File: src/rtl/invg_pkg.sv
// Shared constants and state encoding for the inverse-polynomial coefficient RAM controller.
package invg_pkg;

  localparam int unsigned RAM_WIDTH     = 13;
  localparam int unsigned RAM_ADDR_BITS = 11;
  localparam int unsigned P             = 757;

  localparam logic [RAM_ADDR_BITS-1:0] CLR_LAST = RAM_ADDR_BITS'(P - 1);

  typedef enum logic [1:0] {
    StIdle,
    StClear,
    StStream
  } state_e;

endpackage

File: src/rtl/invg_ctrl.sv
// Owns the inverse-polynomial coefficient RAM: loader write port, zero-fill of 0..P-1,
// and a valid/ready burst read streamer feeding the multiplier.
module invg_ctrl
  import invg_pkg::*;
(
  input  logic                     clk,
  input  logic                     rst_n,
  input  logic                     clr_start,
  input  logic                     rd_start,
  input  logic [RAM_ADDR_BITS-1:0] rd_base,
  input  logic [RAM_ADDR_BITS-1:0] rd_len,
  input  logic                     wr_valid,
  output logic                     wr_ready,
  input  logic [RAM_ADDR_BITS-1:0] wr_addr,
  input  logic [RAM_WIDTH-1:0]     wr_data,
  output logic                     out_valid,
  input  logic                     out_ready,
  output logic [RAM_WIDTH-1:0]     out_data,
  output logic                     out_last,
  output logic                     busy,
  output logic                     done,
  output logic                     ram_we,
  output logic [RAM_ADDR_BITS-1:0] ram_waddr,
  output logic [RAM_WIDTH-1:0]     ram_wdata,
  output logic [RAM_ADDR_BITS-1:0] ram_raddr,
  input  logic [RAM_WIDTH-1:0]     ram_rdata
);

  state_e                   state_q, state_d;
  logic [RAM_ADDR_BITS-1:0] cnt_q, cnt_d;
  logic [RAM_ADDR_BITS-1:0] ptr_q, ptr_d;
  logic [RAM_ADDR_BITS-1:0] rem_q, rem_d;
  logic [RAM_WIDTH-1:0]     out_data_q, out_data_d;
  logic                     out_valid_q, out_valid_d;
  logic                     out_last_q, out_last_d;
  logic                     done_q, done_d;
  logic                     load;

  always_comb begin
    state_d     = state_q;
    cnt_d       = cnt_q;
    ptr_d       = ptr_q;
    rem_d       = rem_q;
    out_data_d  = out_data_q;
    out_valid_d = out_valid_q;
    out_last_d  = out_last_q;
    done_d      = 1'b0;
    load        = 1'b0;
    wr_ready    = 1'b0;
    ram_we      = 1'b0;
    ram_waddr   = '0;
    ram_wdata   = '0;
    ram_raddr   = '0;

    unique case (state_q)
      StIdle: begin
        wr_ready = !clr_start;
        if (clr_start) begin
          state_d = StClear;
          cnt_d   = '0;
        end else if (rd_start) begin
          state_d = StStream;
          ptr_d   = rd_base;
          rem_d   = rd_len;
        end
      end

      StClear: begin
        ram_we    = 1'b1;
        ram_waddr = cnt_q;
        cnt_d     = cnt_q + 1'b1;
        if (cnt_q == CLR_LAST) begin
          state_d = StIdle;
          done_d  = 1'b1;
        end
      end

      StStream: begin
        wr_ready  = 1'b1;
        ram_raddr = ptr_q;
        load      = (!out_valid_q || out_ready) && (rem_q != '0);
        if (load) begin
          // Asynchronous read: a same-cycle write to ptr lands after this capture.
          out_data_d  = ram_rdata;
          out_valid_d = 1'b1;
          out_last_d  = (rem_q == RAM_ADDR_BITS'(1));
          ptr_d       = ptr_q + 1'b1;
          rem_d       = rem_q - 1'b1;
        end else if (out_valid_q && out_ready) begin
          out_valid_d = 1'b0;
          out_last_d  = 1'b0;
        end
        if ((out_valid_q && out_ready && out_last_q) || (rem_q == '0 && !out_valid_q)) begin
          state_d = StIdle;
          done_d  = 1'b1;
        end
      end

      default: state_d = StIdle;
    endcase

    if (wr_valid && wr_ready) begin
      ram_we    = 1'b1;
      ram_waddr = wr_addr;
      ram_wdata = wr_data;
    end
  end

  always_ff @(posedge clk or negedge rst_n) begin
    if (!rst_n) begin
      state_q     <= StIdle;
      cnt_q       <= '0;
      ptr_q       <= '0;
      rem_q       <= '0;
      out_data_q  <= '0;
      out_valid_q <= 1'b0;
      out_last_q  <= 1'b0;
      done_q      <= 1'b0;
    end else begin
      state_q     <= state_d;
      cnt_q       <= cnt_d;
      ptr_q       <= ptr_d;
      rem_q       <= rem_d;
      out_data_q  <= out_data_d;
      out_valid_q <= out_valid_d;
      out_last_q  <= out_last_d;
      done_q      <= done_d;
    end
  end

  assign out_valid = out_valid_q;
  assign out_data  = out_data_q;
  assign out_last  = out_last_q;
  assign done      = done_q;
  // The done cycle still counts as busy so clients see busy cover the whole operation.
  assign busy      = (state_q != StIdle) || done_q;

endmodule

File: config.mk
export PLATFORM = sky130hd
export DESIGN_NAME = invg_ctrl
export DESIGN_NICKNAME = d
export VERILOG_FILES = /design/src/rtl/invg_pkg.sv /design/src/rtl/invg_ctrl.sv
export SDC_FILE = /design/constraint.sdc
export NUM_CORES = 1
export LEC_CHECK = 0
export ABC_AREA = 1
export BUFFER_PORTS_ARGS = -buffer_cell sky130_fd_sc_hd__buf_2
export CORE_MARGIN = 1
export CORE_UTILIZATION = 50
export CTS_CLUSTER_DIAMETER = 40
export DETAILED_ROUTE_END_ITERATION = 7
export GPL_TIMING_DRIVEN = 0
export PLACE_DENSITY = 0.79
export SETUP_SLACK_MARGIN = 0.05
export SYNTH_ARGS = -nofsm -noshare
export SYNTH_HDL_FRONTEND = slang
export SYNTH_SLANG_ARGS = --single-unit
File: constraint.sdc
create_clock -name clk -period 2.21 [get_ports clk]
set_input_delay 0.3315 -clock clk [delete_from_list [all_inputs] [get_ports clk]]
set_output_delay 0.3315 -clock clk [all_outputs]
set_load 0.1 [all_outputs]
== Word level (Yosys, flattened, before mapping) ==
Cells that the tools add are included.
Storage, ports and cells
  word-level logic and storage cells: 72
  register bits: 51
  output and inout port bits: 54
  input bits: 65
Operators by class
  multiplexer cells: 28
  add/sub/neg operators: 3
  reductions and logical operators: 22
  eq/ne operators: 11
Operators with widths (number)
  11-bit 2-to-1 mux: 10
  11-bit case mux with 2 select lines: 3
  11-bit by 1-bit adder with 11-bit output (second input constant): 2
  13-bit 2-to-1 mux: 1
  2-bit != test (second input constant): 6
  11-bit by 1-bit == test with 1-bit output (second input constant): 1
  11-bit by 10-bit == test with 1-bit output (second input constant): 1
  11-bit zero test: 1
  11-bit nonzero test: 1
  11-bit by 1-bit subtractor with 11-bit output (second input constant): 1
  2-bit 2-to-1 mux: 4
  2-bit nonzero test: 4
  1-bit 2-to-1 mux: 7
  2-bit case mux with 3 select lines: 1
  2-bit AND reduction: 3
  1-bit logical AND: 5
  1-bit case mux with 2 select lines: 2
  4-bit AND reduction: 1
  1-bit logical OR: 3
  3-bit != test (second input constant): 1
  3-bit AND reduction: 1
  2-bit by 1-bit == test with 1-bit output (second input constant): 1
  2-bit == test (second input constant): 1
  1-bit zero test: 2
  2-bit zero test: 1

== Logic depth before layout (Yosys ltp) ==
Gate-level depths: netlist of run 1.
  word-level depth: 5
  depth in mapped cells: 12
  gate-level depth less buffers: 11

== Worst setup path before layout of run 1 ==
Ideal clock, no wire load.
  path kind: register to output
  start point: register state_q[0]
  end point: output ram_waddr[5]
  data required time: 1.879 ns
  cell stages (with the launch flop): 10
  arrival: 3.701 ns
  buffers on the path: 2
  path slack: -1.822 ns
  cells stage by stage: dfrtp_1 > inv_1 > ha_1 > inv_1 > buf_2 > nand2_1 > nand2_1 > clkbuf_1 > nor2_1 > a21oi_1
Between the ends
  cells in the longest elaborated chain, start to end: 4
  elaborated cells between the ends (all ways): 7
  classes of those cells: eq/ne: 2; mux: 3; reduce/logical: 2
Ends and longest elaborated chain
  start, declared: line invg_ctrl.sv:29  | state_e state_q, state_d;
  start signal, assigned: line invg_ctrl.sv:111  | state_q <= StIdle;
  start signal, assigned: line invg_ctrl.sv:120  | state_q <= state_d;
  2-bit == test / 2-bit zero test (equally long branches): line invg_ctrl.sv:55  | unique case (state_q)
  1-bit case mux with 2 select lines (*): line invg_ctrl.sv:55
  via wr_ready: line invg_ctrl.sv:13  | output logic wr_ready,
  1-bit logical AND (*): line invg_ctrl.sv:102  | if (wr_valid && wr_ready) begin
  11-bit 2-to-1 mux (*): line invg_ctrl.sv:102
  end, declared: line invg_ctrl.sv:23  | output logic [RAM_ADDR_BITS-1:0] ram_waddr,
Mark *: on every way through the listed nets, which the timed path passes. The rest lies on a longest branch.

== Worst setup path after layout of run 1 ==
  start point: register state_q[0]
  end point: output ram_wdata[10]
Between the ends
  cells in the longest elaborated chain, start to end: 4
  elaborated cells between the ends (all ways): 5
  classes of those cells: eq/ne: 1; mux: 2; reduce/logical: 2
Ends and longest elaborated chain
  2-bit == test / 2-bit zero test (equally long branches): line invg_ctrl.sv:55
  1-bit case mux with 2 select lines (*): line invg_ctrl.sv:55
  1-bit logical AND (*): line invg_ctrl.sv:102
  13-bit 2-to-1 mux (*): line invg_ctrl.sv:102
  end, declared: line invg_ctrl.sv:24  | output logic [RAM_WIDTH-1:0] ram_wdata,
Mark *: on every way between the ends. The rest lies on a longest branch, timed or not.

==> impl_metrics.py, run 1 <==
metrics = {
    "drt": {
        "drt_iter0_markers": 163,
        "drc": 0,
        "via_count": 3729,
        "post_drt_wl_per_cell_um": 14.0,
        "vias_per_cell": 5.22,
        "wirelength_um": 9980,
        "first_pass_iters": 5,
        "final_antenna_net_count": 0,
    },
    "place": {
        "place_inst": 698,
        "portBuffers": 118,
        "gp_congestion": 0.856,
        "dp_hpwl_um": 6280,
    },
    "hold_path": {
        "min_path_type": "primary input to async pin",
    },
    "worst_setup_path": {
        "critPathMaxFanout": 10,
        "critical_path_required_ns": 1.88,
        "worstSetupPathDepth": 10,
        "r2r_slack_ns": 0.21,
        "crit_type": "flip-flop to primary output",
        "cp-endpoint": "ram_wdata[10]",
        "cp_slowest_cell": "dfrtp_1",
        "path_buf_inv": 5,
        "rr_endpoint": "ptr_q[3]",
        "cp.arrival_ns": 1.90,
        "slowest_delay_ns": 0.42,
        "worstSetupStartpointType": "flip-flop",
        "r2r_cells": 10,
        "critPathLaunch": "state_q[0]",
        "end_kind": "primary output",
        "path_cells": "inv_2 -> ha_4 -> inv_4 -> nor2_4 -> inv_4 -> nand2_8 -> nand2_8 -> clkbuf_16 -> nor2_4 -> buf_12",
        "critPathTopFamily": "buffers and inverters",
        "r2r_start": "state_q[0]",
    },
    "power": {
        "power.total_mw": 7.93,
        "seq_power_share_pct": 20.3,
        "p_leak_nw": 2.65,
        "power.density_nw_per_um2": 1580,
        "clockPowerShare_pct": 6.4,
        "p_sw_mw": 4.73,
        "p_comb_share_pct": 73.3,
        "p_int_mw": 3.20,
        "p_sw_share_pct": 59.6,
        "peakVddDrop_mv": 1.17,
    },
    "clock_tree": {
        "cts-root-buf": "clkbuf_8",
        "postCtsHoldBufs": 0,
        "htreeDepth": 2,
        "clock_sinks": 51,
        "path_clk_slew_ns": 0.09,
        "cts_tree": "done",
        "clock_latency_ns": 0.30,
        "ctsLongestPathBuffers": 2,
        "cts_buffers": 5,
    },
    "synthesis": {
        "seq_area_frac_synth_pct": 38.7,
        "synth_area_um2": 3300,
        "synth.largest_area_cell": "dfrtp_1",
        "syn_inst": 503,
        "synth.area.top_cells": "dfrtp_1, nand2_1, nor2_1",
        "synth_cell_type_count": 30,
        "synth_seq_cells": 51,
        "yosys_warnings": 0,
        "netlist.area_leader.share_pct": 38.7,
        "synth.avg_cell_area_um2": 6.56,
        "syn_nets": 577,
    },
    "grt": {
        "grt_max_degree": 52,
        "antenna_found_initial": 0,
        "grt.total_usage_pct": 28.9,
        "grt_pass1_wl_um": 16300,
        "overflow": 0,
        "grt_pass1_vias": 3601,
    },
    "floorplanning": {
        "die_y_um": 83.2,
        "boundaryPins": 119,
        "die_w_um": 83.2,
        "rows": 29,
        "core_region_area_um2": 6350,
        "die-area_um2": 6930,
        "start_util_pct": 52.0,
    },
    "layout": {
        "final_cells": 714,
        "regArea_um2": 1280,
        "drive_gt1_share_pct": 32.0,
        "nFillCells": 448,
        "multiInputGateArea_um2": 2030,
        "area_growth_pct": 52.4,
        "layout_commonest_cell": "nand2_1",
        "nets": 712,
        "final_cell_mix": "nand2_1, buf_2, dfrtp_1",
        "num_antenna_cells": 0,
    },
    "sta": {
        "whs_ns": 0.255,
        "min_period_ns": 2.23,
        "clock.fmax_mhz": 448,
        "slew_headroom_pct": 22.5,
        "finalClockSkew_ns": 0.00540,
        "rsz0062_at_grt": "yes",
        "finalSetupViolCount": 10,
        "drv_slew": 0,
        "setup_ws_ns": -0.0238,
        "period_share_pct": 101,
        "hold_viol": 0,
        "worst_pin_slew_ns": 1.16,
    },
    "run": {
        "maxCapViolations": 0,
    },
    "status": {
        "status": "finished with violations",
        "violations": "setup timing",
    },
}
-- sequential cells by signal (all words and copies together) (netlist names) --
signal and count:
done 1, out_valid 1, state_q 2, ptr_q 11, out_last 1, out_data 13
rem_q 11, cnt_q 11
-- through the flow --
| step | setup TNS, ns | utilization (%) | instance area, µm² | setup slack, ns |
|---|---|---|---|---|
| after floorplan | -0.308 | - | 3640 | -0.0455 |
| after global placement | -0.881 | 68.1 | 4320 | -0.295 |
| after detailed placement | -0.880 | 68.1 | 4320 | -0.295 |
| after CTS | 0 | 77.3 | 4910 | 0.0203 |
| after global routing | -1.66 | 79.2 | 5030 | -0.0980 |
| final | -0.137 | 79.2 | 5030 | -0.0238 |
-- layer usage --
metal  vias to the layer above  share of wire, %  GRT usage, %
met1                      1752                41          35.3
met2                       129                52          51.6
li1                       1828                 -             -
met3                        20               4.4          4.87
met5                         -                 0             0
met4                         0               2.0          9.87
-- power by group through the flow --
stage               sequential [mW]  combinational, mW  clock, mW
floorplan                      2.49               3.28          0
global placement               1.59               4.95          0
detailed placement             1.61               5.03          0
CTS                            1.59               5.62      0.514
global route                   1.66               6.17      0.554
finish                         1.61               5.81      0.508
-- worst register-to-register path, delay by kind of cell (launching register included) --
kind / cells / cell delay [ns]
compound gates: 2 / 0.30
fa+ha+maj: 1 / 0.20
buf+inv: 5 / 0.92
flops: 1 / 0.41
simple gates: 2 / 0.14
-- logic make-up (layout without fill, tap and decap cells) --
kind of cell | after synthesis | count (layout) | synth area share (%)
muxes | 2 | 2 | 0.607
DFF | 51 | 51 | 38.7
AOI/OAI and AO/OA | 51 | 51 | 8.23
buffers and inverters | 79 | 212 | 9.82
and+or+nand+nor | 309 | 310 | 38.7
adders and majority gates | 9 | 9 | 3.41
xor gates and xnor gates | 2 | 2 | 0.531
-- synth_stat cells --
cell type and instances:
or2_2 5, dfrtp_1 51, o21bai_1 1, o21ai_1 4, nand3_1 43, xnor2_1 1
a31oi_1 3, inv_1 58, ha_1 9, a22oi_1 1, o21ai_0 19, o31ai_1 2
nor3_1 2, nor2_1 63, buf_2 4, a21oi_1 20, nand2_4 2, a21boi_0 1
nand3b_1 1, nand2_1 183, inv_2 3, clkbuf_1 9, buf_6 3, nand4_1 6
nand2_2 2, xor2_1 1, mux2i_1 2, nor2_4 1, nor2_2 1, buf_1 2
-- worst min path at each step --
stage / startpoint / end / slack [ns]
after floorplan: rst_n / cnt_q[0] / 0.04
after global placement: out_data[12] / out_data[12] / 0.45
after detailed placement: out_data[8] / out_data[8] / 0.45
after CTS: ram_rdata[12] / out_data[12] / 0.25
after global routing: ram_rdata[9] / out_data[9] / 0.26
final: rst_n / out_data[1] / 0.26
-- cell type report --
class | count | share of cell area (%)
multi-input cells | 374 | 40.3
flip-flops and latches | 51 | 25.4
repair buffers | 127 | 22.3
inverters | 61 | 4.88
plain buffers | 18 | 3.78
well taps | 77 | 1.92
clock buffers | 6 | 1.44
-- what timing repair did --
item | CTS | global route
setup buffers | 5 | 2
pin swaps | 6 | 2
resized for setup | 122 | 30
endpoints found under the setup margin | 36 | 35
hold endpoints to repair | 0 | 0
cloned | 3 | 0
(Power assumes the default switching activity.)
==> run 2, diff against run 1 <==
--- a/config.mk
+++ b/config.mk
@@ -15,4 +15,5 @@
 export PLACE_DENSITY = 0.79
 export SETUP_SLACK_MARGIN = 0.05
+export SKIP_LAST_GASP = 1
 export SYNTH_ARGS = -nofsm -noshare
 export SYNTH_HDL_FRONTEND = slang
==> constraint.sdc (replaced) <==
create_clock -name clk -period 2.21 [get_ports clk]
set_input_delay 0.3315 -clock clk [delete_from_list [all_inputs] [get_ports clk]]
set_output_delay 0.3315 -clock clk [all_outputs]
set_load 0.01 [all_outputs]
==> impl_metrics.py, run 2 (synthesis gave the netlist of run 1 again) <==
metrics = {
    "status": {
        "status": "finished, final reports clean",
    },
    "grt": {
        "grt_pass1_vias": 3243,
        "grt_max_degree": 52,
        "antenna_found_initial": 0,
        "grt_pass1_wl_um": 14200,
        "grt.total_usage_pct": 24.9,
        "overflow": 0,
    },
    "place": {
        "gp_congestion": 0.823,
        "portBuffers": 118,
        "dp_hpwl_um": 6230,
        "place_inst": 698,
        "dpl-instance-area_um2": 3990,
    },
    "clock_tree": {
        "clock_sinks": 51,
        "cts_tree": "done",
        "path_clk_slew_ns": 0.09,
        "htreeDepth": 2,
        "clock_latency_ns": 0.31,
        "cts_buffers": 5,
        "ctsLongestPathBuffers": 2,
        "cts-root-buf": "clkbuf_8",
        "postCtsHoldBufs": 0,
    },
    "floorplanning": {
        "rows": 29,
        "start_util_pct": 52.0,
        "die_w_um": 83.2,
        "boundaryPins": 119,
        "die-area_um2": 6930,
        "die_y_um": 83.2,
        "core_region_area_um2": 6350,
    },
    "worst_setup_path": {
        "slowest_delay_ns": 0.42,
        "worstSetupStartpointType": "flip-flop",
        "path_buf_inv": 5,
        "crit_type": "flip-flop to primary output",
        "cp_slowest_cell": "dfrtp_1",
        "path_cells": "inv_2 -> ha_4 -> inv_4 -> nor2_4 -> inv_2 -> nand2_4 -> nand2_4 -> clkbuf_16 -> a21oi_2 -> buf_2",
        "critical_path_required_ns": 1.88,
        "critPathTopFamily": "buffers and inverters",
        "end_kind": "primary output",
        "critPathMaxFanout": 5,
        "cp.arrival_ns": 1.84,
    },
    "run": {
        "maxCapViolations": 0,
    },
    "power": {
        "p_sw_share_pct": 46.0,
        "peakVddDrop_mv": 0.706,
        "p_int_mw": 2.84,
        "p_comb_share_pct": 57.4,
        "p_leak_nw": 2.57,
        "p_sw_mw": 2.42,
        "seq_power_share_pct": 30.5,
        "power.density_nw_per_um2": 1190,
        "clockPowerShare_pct": 12.1,
    },
    "layout": {
        "largest_register_ffs": 13,
        "num_antenna_cells": 0,
        "fin_area_um2": 4410,
        "final_util_pct": 69.5,
        "final_cells": 716,
        "area_growth_pct": 33.8,
        "layout_commonest_cell": "nand2_1",
        "final_cell_mix": "nand2_1, buf_2, inv_1",
        "nets": 713,
        "drive_gt1_share_pct": 31.0,
    },
    "drt": {
        "drt_iter0_markers": 163,
        "drc": 0,
        "post_drt_wl_per_cell_um": 12.5,
        "vias_per_cell": 5.05,
        "final_antenna_net_count": 0,
        "wirelength_um": 8940,
        "via_count": 3616,
        "first_pass_iters": 4,
    },
    "sta": {
        "min_period_ns": 2.17,
        "clock.fmax_mhz": 460,
        "slew_headroom_pct": 24.5,
        "period_share_pct": 98.3,
        "finalSetupTns_ns": 0,
        "finalClockSkew_ns": 0.00864,
        "hold_viol": 0,
        "rsz0062_at_grt": "yes",
        "worst_pin_slew_ns": 1.13,
        "finalSetupViolCount": 0,
        "drv_slew": 0,
    },
    "hold_path": {
        "min_path_type": "primary input to async pin",
    },
}
[run 2: what timing repair did]
item	in CTS	in global routing
cloned	0	3
setup buffers	2	7
endpoints found under the setup margin	29	33
pin swaps	0	3
gates resized for setup	21	50
endpoints found under the hold margin	0	0
[run 2: cell type report]
type | count | area, µm²
fill | 526 | 1940
multi-input combinational | 374 | 1850
sequential | 51 | 1280
timing repair buffer | 129 | 712
inverter | 61 | 231
buffer | 17 | 143
tap | 77 | 96.3
clock buffer | 6 | 72.6
clock inverter | 1 | 30.0
[run 2: final timing paths]
check | start | endpoint | slack (ns) | cells past startpoint
setup / recovery | state_q[1] | ram_waddr[8] | 0.04 | 10
max in group asynchronous | rst_n | cnt_q[4] | 1.27 | 1
min in group clk | ram_rdata[5] | out_data[5] | 0.25 | 3
setup reg to reg | state_q[0] | ptr_q[3] | 0.24 | 10
hold reg to reg | out_data[11] | out_data[11] | 0.48 | 2
hold / removal | rst_n | out_data[12] | 0.24 | 1
[run 2: stage by stage]
stage                     total power [mW]  worst slack [ns]  hold WS [ns]
after global placement                4.12           -0.0539         0.449
after floorplan                       3.37             0.164        0.0359
after CTS                             4.96            0.0333         0.239
after detailed placement              4.22            -0.144         0.455
after global routing                  5.70           -0.0323         0.237
final                                 5.25            0.0377         0.244
[run 2: metal layers]
metal  routed length (µm)  up-vias  track usage (%)
li1                     -     1833                -
met1                 3930     1657             31.8
met2                 4440      113             42.5
met3                  408       13             4.67
met4                  164        0             7.99
met5                    0        -                0
[run 2: power by group through the flow]
stage          registers (mW)  logic (mW)  clock network (mW)
4_1_cts                  1.59        2.72               0.652
5_1_grt                  1.66        3.36               0.688
6_report                 1.60        3.02               0.637
3_5_place_dp             1.61        2.61                   0
2_1_floorplan            1.61        1.76                   0
3_3_place_gp             1.59        2.53                   0
==> run 3, diff against run 2 <==
CELL_PAD_IN_SITES_DETAIL_PLACEMENT = 0   (was default)
CELL_PAD_IN_SITES_GLOBAL_PLACEMENT = 1   (was default)
CORE_UTILIZATION = 34   (was 50)
==> impl_metrics.py, run 3 (synthesis gave the netlist of run 1 again) <==
metrics = {
    "clock_tree": {
        "postCtsHoldBufs": 0,
        "clock_latency_ns": 0.31,
        "cts_tree": "done",
        "cts_buffers": 5,
        "cts-root-buf": "clkbuf_8",
        "ctsLongestPathBuffers": 2,
        "clock_sinks": 51,
        "path_clk_slew_ns": 0.10,
        "htreeDepth": 2,
    },
    "sta": {
        "hold_viol": 0,
        "finalSetupTns_ns": 0,
        "finalClockSkew_ns": 0.00438,
        "slew_headroom_pct": 20.6,
        "finalSetupViolCount": 0,
        "min_period_ns": 2.09,
        "drv_slew": 0,
        "rsz0062_at_grt": "yes",
        "clock.fmax_mhz": 480,
        "whs_ns": 0.246,
        "period_share_pct": 94.4,
        "worst_pin_slew_ns": 1.19,
    },
    "worst_setup_path": {
        "critPathMaxFanout": 6,
        "crit_type": "flip-flop to primary output",
        "path_cells": "inv_2 -> ha_2 -> inv_2 -> buf_6 -> nand2_4 -> nand2_8 -> buf_8 -> nor2_1 -> a21oi_1 -> buf_2",
        "r2r_slack_ns": 0.25,
        "critPathLaunch": "state_q[0]",
        "cp_slowest_cell": "dfrtp_1",
        "r2r_start": "state_q[0]",
        "r2r_cells": 11,
        "slowest_delay_ns": 0.41,
        "critPathTopFamily": "buffers and inverters",
        "rr_endpoint": "cnt_q[8]",
        "path_buf_inv": 5,
        "cp.arrival_ns": 1.75,
        "end_kind": "primary output",
        "worstSetupStartpointType": "flip-flop",
        "crit_top_cell": "inv_2",
        "critical_path_required_ns": 1.88,
    },
    "power": {
        "p_comb_share_pct": 57.8,
        "seq_power_share_pct": 31.3,
        "clockPowerShare_pct": 10.9,
        "p_sw_mw": 2.42,
        "peakVddDrop_mv": 0.388,
        "power.total_mw": 5.11,
        "p_int_mw": 2.70,
        "p_sw_share_pct": 47.2,
        "power.density_nw_per_um2": 1170,
        "p_leak_nw": 2.55,
    },
    "drt": {
        "via_count": 3526,
        "wl_met3_um": 371,
        "route.met2.wl_um": 4550,
        "wirelength_um": 9370,
        "drt_iter0_markers": 121,
        "routed.top_layer": "met4",
        "vias_per_cell": 4.59,
        "drt-met1-wl_um": 4380,
        "first_pass_iters": 4,
        "drc": 0,
        "post_drt_wl_per_cell_um": 12.2,
        "final_antenna_net_count": 0,
    },
    "grt": {
        "grt_max_degree": 52,
        "grt_pass1_vias": 3319,
        "overflow": 0,
        "grt.total_usage_pct": 18.9,
        "antenna_found_initial": 0,
        "grt_pass1_wl_um": 15200,
    },
    "layout": {
        "nets": 713,
        "layout_commonest_cell": "nand2_1",
        "fin_area_um2": 4390,
        "final_util_pct": 47.0,
        "num_antenna_cells": 0,
        "final_cell_mix": "nand2_1, buf_2, nor2_1",
        "largest_register_ffs": 13,
        "area_growth_pct": 33.0,
        "drive_gt1_share_pct": 28.9,
        "nFillCells": 1019,
    },
    "floorplanning": {
        "start_util_pct": 35.4,
        "boundaryPins": 119,
        "die_w_um": 101,
        "core_region_area_um2": 9330,
        "rows": 35,
        "die_y_um": 101,
        "die-area_um2": 10100,
    },
    "hold_path": {
        "hp-start": "ram_rdata[3]",
        "hold_depth": 3,
        "min_path_type": "primary input to flip-flop",
        "min_to": "out_data[3]",
    },
    "place": {
        "gp_congestion": 0.763,
        "dp_hpwl_um": 6750,
        "dpl-instance-area_um2": 4050,
        "portBuffers": 118,
    },
    "status": {
        "status": "finished, final reports clean",
    },
    "run": {
        "maxCapViolations": 0,
    },
}
run 3: cell count changes in the layout (fill, tap and decap cells not counted), sizes merged:
cell | previous run | this run
clkinvlp | 0 | 2
clkbuf | 14 | 9
buf | 138 | 142
clkinv | 0 | 1
bufinv | 1 | 0
run 3: power by group through the flow:
stage | combinational, mW | sequential [mW] | clock [mW]
2_1_floorplan | 1.76 | 1.61 | 0
3_5_place_dp | 2.66 | 1.61 | 0
5_1_grt | 3.37 | 1.64 | 0.620
6_report | 2.96 | 1.60 | 0.558
3_3_place_gp | 2.61 | 1.60 | 0
4_1_cts | 2.85 | 1.59 | 0.583
run 3: tightest hold or removal path, delay by kind of cell:
kind	cells	cell delay (ns)
simple gates	2	0.12
buf+inv	1	0.08
run 3: final cells by class:
cell class	instances	area (µm²)	share of cell area (%)
well taps	129	161	3.68
multi-input cells	374	1790	40.8
repair buffers	128	691	15.7
inverters	61	231	5.28
plain buffers	18	150	3.42
flip-flops and latches	51	1280	29.1
clock inverters	3	20.0	0.456
clock buffers	5	68.8	1.57
run 3: timing repair:
action | 4_1_cts | 5_1_grt
setup endpoints to repair | 29 | 40
cloned | 2 | 1
resized for setup | 26 | 32
pin swaps | 3 | 4
setup buffers | 6 | 2
run 3: how the worst max path moves through the flow:
stage,slack (ns),end,cells after the start
floorplan,0.16,ram_waddr[5],9
global placement,-0.15,ram_waddr[6],10
detailed placement,-0.18,ram_waddr[8],10
CTS,0.06,ram_waddr[5],10
global route,0.03,ram_waddr[9],11
finish,0.12,ram_waddr[7],10
run 3: through the flow:
stage,setup slack [ns],std cells
floorplan,0.164,503
detailed placement,-0.184,750
global route,0.0321,769
CTS,0.0612,766
global placement,-0.153,750
finish,0.125,769
run 3: routing by layer:
layer	up-vias	GRT usage, %
li1	1841	-
met1	1600	24.1
met2	79	33.4
met3	6	3.26
met4	0	4.24
met5	-	0
